### src/rtl/load_pkg.sv
// load_pkg: shared definitions for the load unit.
//   - load op encodings (req_op)
//   - FSM state enum
//   - access-size, extension-type and legality decode helpers
package load_pkg;

    typedef enum logic [2:0] {
        OpLb      = 3'b000,
        OpLh      = 3'b001,
        OpLw      = 3'b010,
        OpLd      = 3'b011,
        OpLbu     = 3'b100,
        OpLhu     = 3'b101,
        OpLwu     = 3'b110,
        OpIllegal = 3'b111
    } load_op_e;

    typedef enum logic [2:0] {
        StIdle,
        StReqLo,
        StWaitLo,
        StReqHi,
        StWaitHi,
        StResp
    } state_e;

    typedef enum logic {
        ExtZero,
        ExtSign
    } ext_e;

    // Access size in bytes: 1, 2, 4 or 8.
    function automatic logic [3:0] op_size(input logic [2:0] op);
        logic [3:0] size;
        case (op[1:0])
            2'b00:   size = 4'd1;
            2'b01:   size = 4'd2;
            2'b10:   size = 4'd4;
            default: size = 4'd8;
        endcase
        return size;
    endfunction

    // Bit 2 of the op selects the unsigned variants.
    function automatic ext_e op_ext(input logic [2:0] op);
        return op[2] ? ExtZero : ExtSign;
    endfunction

    // LD and LWU only exist on a 64-bit datapath.
    function automatic logic op_legal(input logic [2:0] op, input int unsigned xlen);
        if (op == OpIllegal) begin
            return 1'b0;
        end
        if ((xlen == 32) && ((op == OpLd) || (op == OpLwu))) begin
            return 1'b0;
        end
        return 1'b1;
    endfunction

endpackage

### src/rtl/load_align.sv
// load_align: combinational load extractor.
//   data   in  2*XLEN  {hi, lo} memory words (hi = 0 for single-beat accesses)
//   off    in  log2(W) byte offset of the access within lo
//   op     in  3       load op (selects size and sign/zero extension)
//   result out XLEN    extracted and extended load value
module load_align
    import load_pkg::*;
#(
    parameter int unsigned XLEN = 32
) (
    input  logic [2*XLEN-1:0]         data,
    input  logic [$clog2(XLEN/8)-1:0] off,
    input  logic [2:0]                op,
    output logic [XLEN-1:0]           result
);

    localparam int unsigned W     = XLEN / 8;
    localparam int unsigned IDX_W = $clog2(2 * XLEN);

    logic [IDX_W-1:0] bit_off;
    logic [XLEN-1:0]  window;
    logic [3:0]       size;
    logic             fill;

    assign bit_off = {1'b0, off, 3'b000};

    always_comb begin
        window = data[bit_off +: XLEN];
        size   = op_size(op);
        case (size)
            4'd1:    fill = window[7];
            4'd2:    fill = window[15];
            4'd4:    fill = window[31];
            default: fill = window[XLEN-1];
        endcase
        if (op_ext(op) == ExtZero) begin
            fill = 1'b0;
        end
        // Bytes above the access size take the fill; a full-width load passes through.
        result = window;
        for (int i = 0; i < int'(W); i++) begin
            if (i >= int'(size)) begin
                result[i*8 +: 8] = {8{fill}};
            end
        end
    end

endmodule

### src/rtl/load_unit.sv
// load_unit: multi-cycle load unit for the memory stage.
// Accepts one load at a time, issues one or two W-aligned reads, and returns the extended result.
// Build option: MISALIGN_SPLIT_EN -- when defined, word-crossing accesses are split into two
// reads; when undefined they return an access fault without touching memory.
//   clk, rst                         clock, synchronous active-high reset
//   req_valid/req_ready              request handshake (req_addr, req_op, req_rd)
//   mem_req_valid/mem_req_ready      memory read request (mem_req_addr, W-aligned)
//   mem_rsp_valid, mem_rsp_data      in-order read data, one pulse per request
//   rsp_valid/rsp_ready              result handshake (rsp_data, rsp_rd, rsp_fault)
//   busy                             high whenever the unit is not idle
module load_unit
    import load_pkg::*;
#(
    parameter int unsigned XLEN   = 32,
    parameter int unsigned ADDR_W = 32
) (
    input  logic              clk,
    input  logic              rst,
    input  logic              req_valid,
    output logic              req_ready,
    input  logic [ADDR_W-1:0] req_addr,
    input  logic [2:0]        req_op,
    input  logic [4:0]        req_rd,
    output logic              mem_req_valid,
    input  logic              mem_req_ready,
    output logic [ADDR_W-1:0] mem_req_addr,
    input  logic              mem_rsp_valid,
    input  logic [XLEN-1:0]   mem_rsp_data,
    output logic              rsp_valid,
    input  logic              rsp_ready,
    output logic [XLEN-1:0]   rsp_data,
    output logic [4:0]        rsp_rd,
    output logic              rsp_fault,
    output logic              busy
);

    localparam int unsigned W     = XLEN / 8;
    localparam int unsigned OFF_W = $clog2(W);

    state_e            state;
    logic [OFF_W-1:0]  off_q;
    logic [2:0]        op_q;
    logic [OFF_W-1:0]  req_off;
    logic              req_cross;
    logic              req_fault;
    logic [2*XLEN-1:0] align_in;
    logic [XLEN-1:0]   align_out;

    assign req_ready = (state == StIdle);
    assign req_off   = req_addr[OFF_W-1:0];
    // Crossing when any byte of the access lies past the end of the aligned word.
    assign req_cross = (int'(req_off) + int'(op_size(req_op))) > int'(W);

`ifdef MISALIGN_SPLIT_EN
    logic            cross_q;
    logic [XLEN-1:0] lo_q;

    assign req_fault = !op_legal(req_op, XLEN);
    // Result is extracted from the word arriving this cycle, so no extra register stage.
    assign align_in  = (state == StWaitHi) ? {mem_rsp_data, lo_q}
                                           : {{XLEN{1'b0}}, mem_rsp_data};
`else
    assign req_fault = !op_legal(req_op, XLEN) || req_cross;
    assign align_in  = {{XLEN{1'b0}}, mem_rsp_data};
`endif

    load_align #(
        .XLEN(XLEN)
    ) u_align (
        .data  (align_in),
        .off   (off_q),
        .op    (op_q),
        .result(align_out)
    );

    always_ff @(posedge clk) begin
        if (rst) begin
            state         <= StIdle;
            off_q         <= '0;
            op_q          <= '0;
            mem_req_valid <= 1'b0;
            mem_req_addr  <= '0;
            rsp_valid     <= 1'b0;
            rsp_data      <= '0;
            rsp_rd        <= '0;
            rsp_fault     <= 1'b0;
            busy          <= 1'b0;
`ifdef MISALIGN_SPLIT_EN
            cross_q       <= 1'b0;
            lo_q          <= '0;
`endif
        end else begin
            case (state)
                StIdle: begin
                    if (req_valid) begin
                        off_q  <= req_off;
                        op_q   <= req_op;
                        rsp_rd <= req_rd;
                        busy   <= 1'b1;
                        if (req_fault) begin
                            state     <= StResp;
                            rsp_valid <= 1'b1;
                            rsp_fault <= 1'b1;
                            rsp_data  <= '0;
                        end else begin
                            state         <= StReqLo;
                            mem_req_valid <= 1'b1;
                            mem_req_addr  <= {req_addr[ADDR_W-1:OFF_W], {OFF_W{1'b0}}};
`ifdef MISALIGN_SPLIT_EN
                            cross_q       <= req_cross;
`endif
                        end
                    end
                end
                StReqLo: begin
                    if (mem_req_ready) begin
                        mem_req_valid <= 1'b0;
                        state         <= StWaitLo;
                    end
                end
                StWaitLo: begin
                    if (mem_rsp_valid) begin
`ifdef MISALIGN_SPLIT_EN
                        if (cross_q) begin
                            lo_q          <= mem_rsp_data;
                            state         <= StReqHi;
                            mem_req_valid <= 1'b1;
                            mem_req_addr  <= mem_req_addr + ADDR_W'(W);
                        end else
`endif
                        begin
                            state     <= StResp;
                            rsp_valid <= 1'b1;
                            rsp_fault <= 1'b0;
                            rsp_data  <= align_out;
                        end
                    end
                end
`ifdef MISALIGN_SPLIT_EN
                StReqHi: begin
                    if (mem_req_ready) begin
                        mem_req_valid <= 1'b0;
                        state         <= StWaitHi;
                    end
                end
                StWaitHi: begin
                    if (mem_rsp_valid) begin
                        state     <= StResp;
                        rsp_valid <= 1'b1;
                        rsp_fault <= 1'b0;
                        rsp_data  <= align_out;
                    end
                end
`endif
                StResp: begin
                    if (rsp_ready) begin
                        rsp_valid <= 1'b0;
                        busy      <= 1'b0;
                        state     <= StIdle;
                    end
                end
                default: begin
                    state <= StIdle;
                end
            endcase
        end
    end

endmodule

### config.mk
export PLATFORM = sky130hd
export DESIGN_NAME = load_unit
export DESIGN_NICKNAME = d
export VERILOG_FILES = /design/src/rtl/load_pkg.sv /design/src/rtl/load_align.sv /design/src/rtl/load_unit.sv
export SDC_FILE = /design/constraint.sdc
export NUM_CORES = 1
export LEC_CHECK = 0
export CAP_MARGIN = 20
export CELL_PAD_IN_SITES_DETAIL_PLACEMENT = 0
export CELL_PAD_IN_SITES_GLOBAL_PLACEMENT = 1
export CORE_ASPECT_RATIO = 0.5
export CORE_MARGIN = 2
export CORE_UTILIZATION = 32
export DETAILED_ROUTE_END_ITERATION = 16
export PLACE_DENSITY = 0.82
export RECOVER_POWER = 25
export SYNTH_ARGS = -nofsm -noshare
export SYNTH_HDL_FRONTEND = slang
export SYNTH_SLANG_ARGS = --single-unit
### constraint.sdc
create_clock -name clk -period 4.2 [get_ports clk]
set_input_delay 0.42 -clock clk [delete_from_list [all_inputs] [get_ports clk]]
set_output_delay 0.42 -clock clk [all_outputs]
set_load 0.05 [all_outputs]
=== Word level (Yosys, flattened, before mapping) ===
Cells that the tools add are included.
Widths: inputs -> output; s select.

* Output and inout bits: 74
* Bits in registers: 79
* Input port bits: 78
* Word-level logic and storage cells: 91

* Reductions and logical operators: 17
* $add $sub $neg: 1
* Shifts and indexed selects: 1
* Muxes and demuxes: 38
* Order comparisons: 5
* Eq/ne operators: 18
* Bitwise gates (word level): 1

{| class="wikitable"
|+ Operator list
! kind !! number
|-
| $mux 32 || 3
|-
| $pmux 32 s2 || 1
|-
| $shiftx 64x6->32 || 1
|-
| $mux 8 || 4
|-
| $pmux 4 s3 || 2
|-
| $mux 1 || 17
|-
| $mux 3 || 5
|-
| $pmux 3 s4 || 1
|-
| $reduce_and 4->1 || 3
|-
| $ne 2x2->1 const B || 5
|-
| $eq 3x3->1 const B || 3
|-
| $ge 1x4->1 const A || 2
|-
| $ge 2x4->1 const A || 2
|-
| $pmux 1 s2 || 4
|-
| $eq 3x2->1 const B || 2
|-
| $reduce_and 3->1 || 2
|-
| $reduce_bool 2->1 || 3
|-
| $add 2x4->5 || 1
|-
| $gt 5x3->1 const B || 1
|-
| $reduce_and 5->1 || 1
|-
| $eq 2x1->1 const B || 2
|-
| $eq 2x2->1 const B || 2
|-
| $eq 4x1->1 const B || 1
|-
| $eq 4x2->1 const B || 1
|-
| other kinds (10) || 12
|}

=== Longest topological paths before layout ===
Gate-level depths: netlist (run 1).

* Depth after elaboration: 11
* Mapped depth: 11
* Gate-level depth less buffers: 9

=== By module ===
A second synthesis (run 1) with hierarchy kept.

* Cell total of the unflattened synthesis: 406
* Area total of the unflattened synthesis: 4083.9 um^2

{| class="wikitable"
|+ Modules (own cells, without submodules)
! module !! cells each !! area an instance (um^2) !! sequential area each (um^2) !! times used
|-
| load_unit || 307 || 3032.9 || 1581.5 || 1
|-
| load_align || 99 || 1051.0 || 0.0 || 1
|}

=== Least setup slack after synthesis (run 1) ===
Ideal clock, no wire load.

* Path kind: register -> register
* Start: reg state[2]
* End: reg mem_req_addr[31]
* Period minus slack after synthesis: 2598 ps
* Path buffers: 2
* Slack: 1602 ps
* Data required time: 4130 ps
* Library setup time: 70 ps
* Arrival: 2528 ps
* Stages on the path, launching flop included: 8
* Path through: dfxtp_1 > buf_2 > nor3_1 > nand2_1 > a211oi_1 > clkbuf_1 > nand2_1 > a21oi_1

* Word-level cells in the longest chain between the ends: 2

{| class="wikitable"
|+ Ends and longest elaborated chain
! what !! line !! RTL
|-
| from (decl) || load_unit.sv:40 || <nowiki>state_e state;</nowiki>
|-
| from (signal assigned) || load_unit.sv:78 || <nowiki>state <= StIdle;</nowiki>
|-
| from (signal assigned) || load_unit.sv:101 || <nowiki>state <= StResp;</nowiki>
|-
| from (signal assigned) || load_unit.sv:106 || <nowiki>state <= StReqLo;</nowiki>
|-
| $logic_not 3->1 || - ||
|-
| net req_ready || load_unit.sv:20 || <nowiki>output logic req_ready,</nowiki>
|-
| $reduce_and 3->1 (no line) || - ||
|-
| to (signal assigned) || load_unit.sv:108 || <nowiki>mem_req_addr <= {req_addr[ADDR_W-1:OFF_W], {OFF_W{1'b0}}};</nowiki>
|-
| to (decl) || load_unit.sv:26 || <nowiki>output logic [ADDR_W-1:0] mem_req_addr,</nowiki>
|}

The timed path passes the listed nets, and every way through them passes these cells.
A chain may end at the register's enable or synchronous reset.

=== Final worst setup path (run 1) ===
* Start: in req_op[1]
* End: reg mem_req_addr[29]

* Word-level cells in the longest chain between the ends: 10
* Elaborated cells between the ends (all ways): 20
* Those cells by class: add/sub (1); order compare (1); eq/ne (5); mux (7); bitwise (1); reduce/logical (5)

{| class="wikitable"
|+ Ends and longest elaborated chain
! what !! line !! RTL
|-
| from (decl) || load_unit.sv:22 || <nowiki>input logic [2:0] req_op,</nowiki>
|-
| branches (longest 7 deep; another with $add 2x4->5) || - ||
|-
| $logic_or 1x1->1 * || load_unit.sv:63 || <nowiki>assign req_fault = !op_legal(req_op, XLEN) || req_cross;</nowiki>
|-
| $not 1->1 (no line) * || - ||
|-
| $reduce_and 3->1 (no line) * || - ||
|}

Every way passes the cells marked *. The select of a mux whose other input is x is not followed.

==> flow_summary_export.csv, run 1 <==
group,metric,value,unit
status,status,"completed",
worst_setup_path,crit_path_max_fanout,30,
worst_hold_path,hp-class,"reg2reg",
finish,multiInputGateArea,1748,sq um
floorplan,core,10410,sq um
yosys,synth-seq-cells,79,
timing,finClkSkew,0.005651,ns
global_route,overflow,0,
cts,clkLatencyLatePin,0.33,ns
finish,fillers,1014,
routing,dr.pass1.iters,4,
finish,regArea,1582,sq um
routing,drt_iter0_drc,111,
yosys,synth.avg_cell_area,8.724,sq um
worst_hold_path,min_path_cells,2,
timing,setup_violations,0,
routing,vias_per_cell,4.917,
finish,diodes,0,
yosys,synthArstFlopShare,0,%
placement,port_buffers,149,
routing,via_count,3334,
cts,htree_levels,3,
global_route,grtUsageTotal,17.46,%
timing,hold_ws,0.4486,ns
cts,cts_hold_buffers,0,
floorplan,core.rowCount,26,
placement,dpl.hpwl,7.413,mm
yosys,synthDominantCellAreaShare,45.32,%
power,leakagePower,2.006,nW
floorplan,die_w,151.7,um
yosys,ys_seq_area_share,45.32,%
worst_setup_path,cp-start-kind,"input port",
timing,timing.final.crit_share,73.84,%
finish,final_core_util,51.84,%
timing,fin_crit,3.101,ns
power,ir_drop,0.2193,mV
timing,relSlewSlack,36.37,%
cts,cts_tree,"done",
yosys,synth_top_area_cell,"dfxtp_1",
cts,cts.path.max_buffers,2,
worst_setup_path,critPathRequiredTime,4.37,ns
yosys,synth_cells,400,
power,powerDensity,403.2,nW/um^2
cts,numCtsBuffers,9,
global_route,antenna_found_initial,0,
yosys,syn_area,3490,sq um
worst_setup_path,reg2reg_depth,6,
worst_setup_path,end_kind,"flop",
cts,post_cts_buffers,0,
worst_setup_path,crit_arrival,3.28,ns
yosys,synth-edff-count,0,
global_route,grt_pass1_wl,16.13,mm
global_route,grt_pass1_vias,3176,
floorplan,initial_utilization,33.52,%
routing,routed_wl,10.51,mm
power,power,0.002176,W
routing,wl_per_cell,15.51,um
timing,fin_ws,1.099,ns
cts,path_clk_slew,0.06,ns
placement,place_congestion,0.7297,
timing,timing.fmax,0.3224,GHz
cts,cts.sinks,79,
finish,syn_to_final_growth,54.64,%
timing,fin_tns_setup,0,ns
finish,drive_above_1_share,7.807,%
yosys,ys_types,45,
timing,hold_viol_final,0,
timing,timing.final.max_slew_violations,0,
timing,rsz0062_at_grt,"false",
routing,drc,0,
yosys,synth_area_leaders,"dfxtp_1 45%, nand2_1 10%, a21oi_1 7.6%",
cts,cts-root-buf,"clkbuf_16",
timing,max_slew.worst_pin.slew,0.9545,ns
yosys,yosys_warnings,0,
floorplan,dieHeight,77.84,um
worst_setup_path,path_class,"in2reg",
job,max_cap_violations,0,
global_route,grt_max_degree,66,
cts,cts_resized,0,
yosys,yosys_most_used_dff,"dfxtp_1",
placement,post-place-ws,0.7298,ns
floorplan,ios,152,
floorplan,die-area,11810,sq um
finish,final_nets,613,
routing,ant_nets,0,
-- synth_stat cells, types with 2 or more instances --
| cell | number |
|---|---|
| buf_6 | 2 |
| a21oi_1 | 53 |
| or3_1 | 8 |
| mux2i_1 | 12 |
| nor2b_1 | 10 |
| dfxtp_1 | 79 |
| a211o_1 | 9 |
| mux2_2 | 9 |
| nor2_1 | 22 |
| buf_4 | 5 |
| nor3_1 | 2 |
| a221o_1 | 16 |
| nand2b_1 | 2 |
| nand2_1 | 97 |
| a32oi_1 | 7 |
| clkbuf_1 | 20 |
| nor3b_1 | 2 |
| buf_2 | 6 |
| a22oi_1 | 2 |
| a211oi_1 | 8 |
| o211ai_1 | 2 |
| nand3b_1 | 2 |
| inv_1 | 3 |
-- flip-flops by register name, summed over array words and instances, names as in the netlist --
name	cells
rsp_data	32
mem_req_addr	30
rsp_rd	5
op_q	3
state	3
off_q	2
busy	1
mem_req_valid	1
rsp_fault	1
rsp_valid	1
-- layout by cell type (no fill, tap or decap), types with 2 or more instances in the layout --
master and count:
clkdlybuf4s50_1 123, nand2_1 97, dfxtp_1 79, a21oi_1 53, dlygate4sd3_1 25, nor2_1 22, a221o_1 16, mux2i_1 12
nor2b_1 10, a211o_1 9, mux2_2 9, clkbuf_16 9, or3_1 8, a211oi_1 7, a32oi_1 7, buf_4 5
inv_1 3, bufinv_16 3, nand2b_1 2, nor3_1 2, nor3b_1 2, o211ai_1 2, nand3b_1 2, a22oi_1 2
conb_1 2, clkbuf_8 2
-- cell type report --
type                    count  share of cell area [%]
repair buffers            154                   28.24
flip-flops and latches     79                   29.31
inverters                   3                  0.2087
well taps                 140                   3.246
clock inverters             5                   1.924
multi-input cells         286                   32.39
clock buffers              11                   4.684
-- path summary, 6_finish.rpt --
kind                                   start  slack [ns]                to
worst min register to register  rsp_data[10]        0.45      rsp_data[10]
worst max register to register      off_q[1]        1.83      rsp_data[25]
worst min-delay path            rsp_data[10]        0.45      rsp_data[10]
worst max-delay path               req_op[1]        1.10  mem_req_addr[29]
-- power by group --
group          total, W  internal (W)  switching [W]  leakage (nW)
Sequential     0.000809      0.000784      0.0000252         0.642
Clock          0.000926      0.000613       0.000312         0.176
Combinational  0.000441      0.000179       0.000262          1.19
-- metrics by stage --
stage	instance area, sq um	instances
after floorplan	3493	401
after global placement	5040	662
after detailed placement	5040	662
after CTS	5396	678
after global routing	5396	678
final	5396	678
-- metal layers --
layer	routed length [um]	share of wire [%]	GRT usage [%]	up-vias
li1	-	-	-	1668
met3	733	7.0	5.059	10
met4	127	1.2	4.722	0
met2	4726	45	29.64	104
met1	4926	47	21.66	1552
met5	0	0	0	-
-- logic make-up (layout without fill, tap and decap cells) --
family	Yosys count	count (layout)	share of synthesized area [%]
and+or+nand+nor	156	156	21.44
AOI/OAI and AO/OA	105	105	20.80
DFF	79	79	45.32
buffers and inverters	36	173	5.056
muxes	21	21	6.347
adders and majority gates	2	2	0.9322
other	1	2	0.1075
-- worst max-delay path: stages --
cell	delay (ns)
clkdlybuf4s50_1	0.56
nor2_1	0.16
ha_1	0.15
inv_1	0.04
fa_1	0.48
nand2b_1	0.09
a211o_1	0.40
a211o_1	0.69
nand2_1	0.19
a21oi_1	0.08
(Power assumes the default switching activity.)
==> run 2, diff against run 1 <==
- CORE_UTILIZATION: 32 -> 27
- PLACE_DENSITY: 0.82 -> 0.74
- clock period: 4.2 -> 2.6 ns (I/O delays scaled with it)
==> flow_summary_export.csv, run 2 (synthesis results as in run 1) <==
group,metric,value,unit
floorplan,dieHeight,84.39,um
timing,setup_violations,0,
power,powerDensity,617.0,nW/um^2
cts,path_clk_slew,0.05,ns
global_route,antenna_found_initial,0,
timing,timing.final.max_slew_violations,0,
timing,timing.final.crit_share,96.62,%
timing,timing.fmax,0.3981,GHz
power,power,0.003415,W
cts,cts_resized,0,
job,max_cap_violations,0,
floorplan,initial_utilization,27.64,%
cts,cts.sinks,79,
finish,diodes,0,
worst_hold_path,hp-class,"reg2reg",
routing,drt_iter0_drc,192,
routing,ant_nets,0,
finish,regMostFlops,"rsp_data",
cts,post_cts_buffers,0,
cts,cts_tree,"done",
finish,final_area,5535,sq um
finish,final_nets,625,
routing,wl_per_cell,14.91,um
finish,mostFrequentLayoutCells,"124 x clkdlybuf4s50_1, 97 x nand2_1, 79 x dfxtp_1",
timing,fin_tns_setup,0,ns
routing,dr.pass1.iters,6,
finish,syn_to_final_growth,58.62,%
power,ir_drop,0.3192,mV
cts,clkLatencyLatePin,0.33,ns
placement,placed_area,5205,sq um
cts,htree_levels,3,
finish,fillers,1259,
timing,finClkSkew,0.006762,ns
global_route,grtUsageTotal,15.21,%
floorplan,die-area,13910,sq um
global_route,grt_max_degree,64,
finish,regArea,1582,sq um
timing,fin_crit,2.512,ns
finish,reg.largest.list,"rsp_data x32, mem_req_addr x30, rsp_rd x5",
global_route,overflow,0,
floorplan,core.rowCount,29,
placement,place_congestion,0.7801,
global_route,grt_pass1_wl,16.73,mm
routing,vias_per_cell,4.638,
cts,cts_hold_buffers,0,
routing,drc,0,
worst_setup_path,path_class,"in2reg",
worst_setup_path,crit_arrival,2.69,ns
cts,cts-root-buf,"clkbuf_16",
timing,relSlewSlack,40.73,%
routing,via_count,3335,
placement,dpl.hpwl,7.718,mm
finish,final_common_cell,"clkdlybuf4s50_1",
finish,largest_reg_flops,32,
floorplan,die_w,164.8,um
routing,routed_wl,10.72,mm
status,status,"completed",
finish,multiInputGateArea,1757,sq um
finish,drive_above_1_share,9.836,%
floorplan,ios,152,
finish,final_core_util,43.84,%
power,leakagePower,2.047,nW
worst_setup_path,cp-start-kind,"input port",
worst_setup_path,crit_path_max_fanout,30,
timing,max_slew.worst_pin.slew,0.8824,ns
global_route,grt_pass1_vias,3214,
placement,port_buffers,149,
floorplan,core,12630,sq um
worst_setup_path,end_kind,"flop",
cts,cts.path.max_buffers,2,
worst_setup_path,critPathRequiredTime,2.77,ns
timing,hold_viol_final,0,
cts,numCtsBuffers,9,
run 2: layout make-up:
type / count / share of cell area (%)
multi-input cells: 286 / 31.74
repair buffers: 166 / 29.84
flip-flops and latches: 79 / 28.57
clock buffers: 10 / 4.317
well taps: 170 / 3.843
clock inverters: 5 / 1.492
inverters: 3 / 0.2034
run 2: worst paths after layout:
check | start | end | slack [ns] | cells after the start
worst max-delay path | req_op[0] | mem_req_addr[14] | 0.09 | 11
worst min-delay path | mem_req_addr[17] | mem_req_addr[17] | 0.45 | 2
worst max register to register | state[1] | rsp_data[24] | 0.62 | 4
worst min register to register | mem_req_addr[17] | mem_req_addr[17] | 0.45 | 2
run 2: layer usage:
layer	wire, um	part of all wire (%)	track usage [%]
met1	4963	46	19.17
met2	5014	47	25.60
met3	648	6.0	4.792
met4	92	0.86	3.320
met5	0	0	0
run 2: metrics by stage:
step / setup slack [ns] / instances / hold slack, ns
finish: 0.08786 / 719 / 0.4492
global route: -0.04064 / 719 / 0.4626
CTS: 0.08972 / 719 / 0.4539
detailed placement: -0.2467 / 704 / 0.4477
global placement: -0.2018 / 704 / 0.4409
floorplan: 0.001829 / 401 / 0.3960
run 2: power breakdown:
| group | switching, W | internal, W |
|---|---|---|
| Clock | 0.000496 | 0.000861 |
| Combinational | 0.000429 | 0.000320 |
| Sequential | 0.0000415 | 0.00127 |
| Total | 0.000967 | 0.00245 |
run 2: worst max-delay path, stage by stage:
cell,delay [ns]
clkdlybuf4s50_1,0.44
nor2_1,0.13
ha_1,0.18
inv_1,0.06
fa_1,0.49
nand2b_1,0.09
a211o_4,0.38
a211o_1,0.34
buf_12,0.18
nand2_1,0.07
a21oi_1,0.07
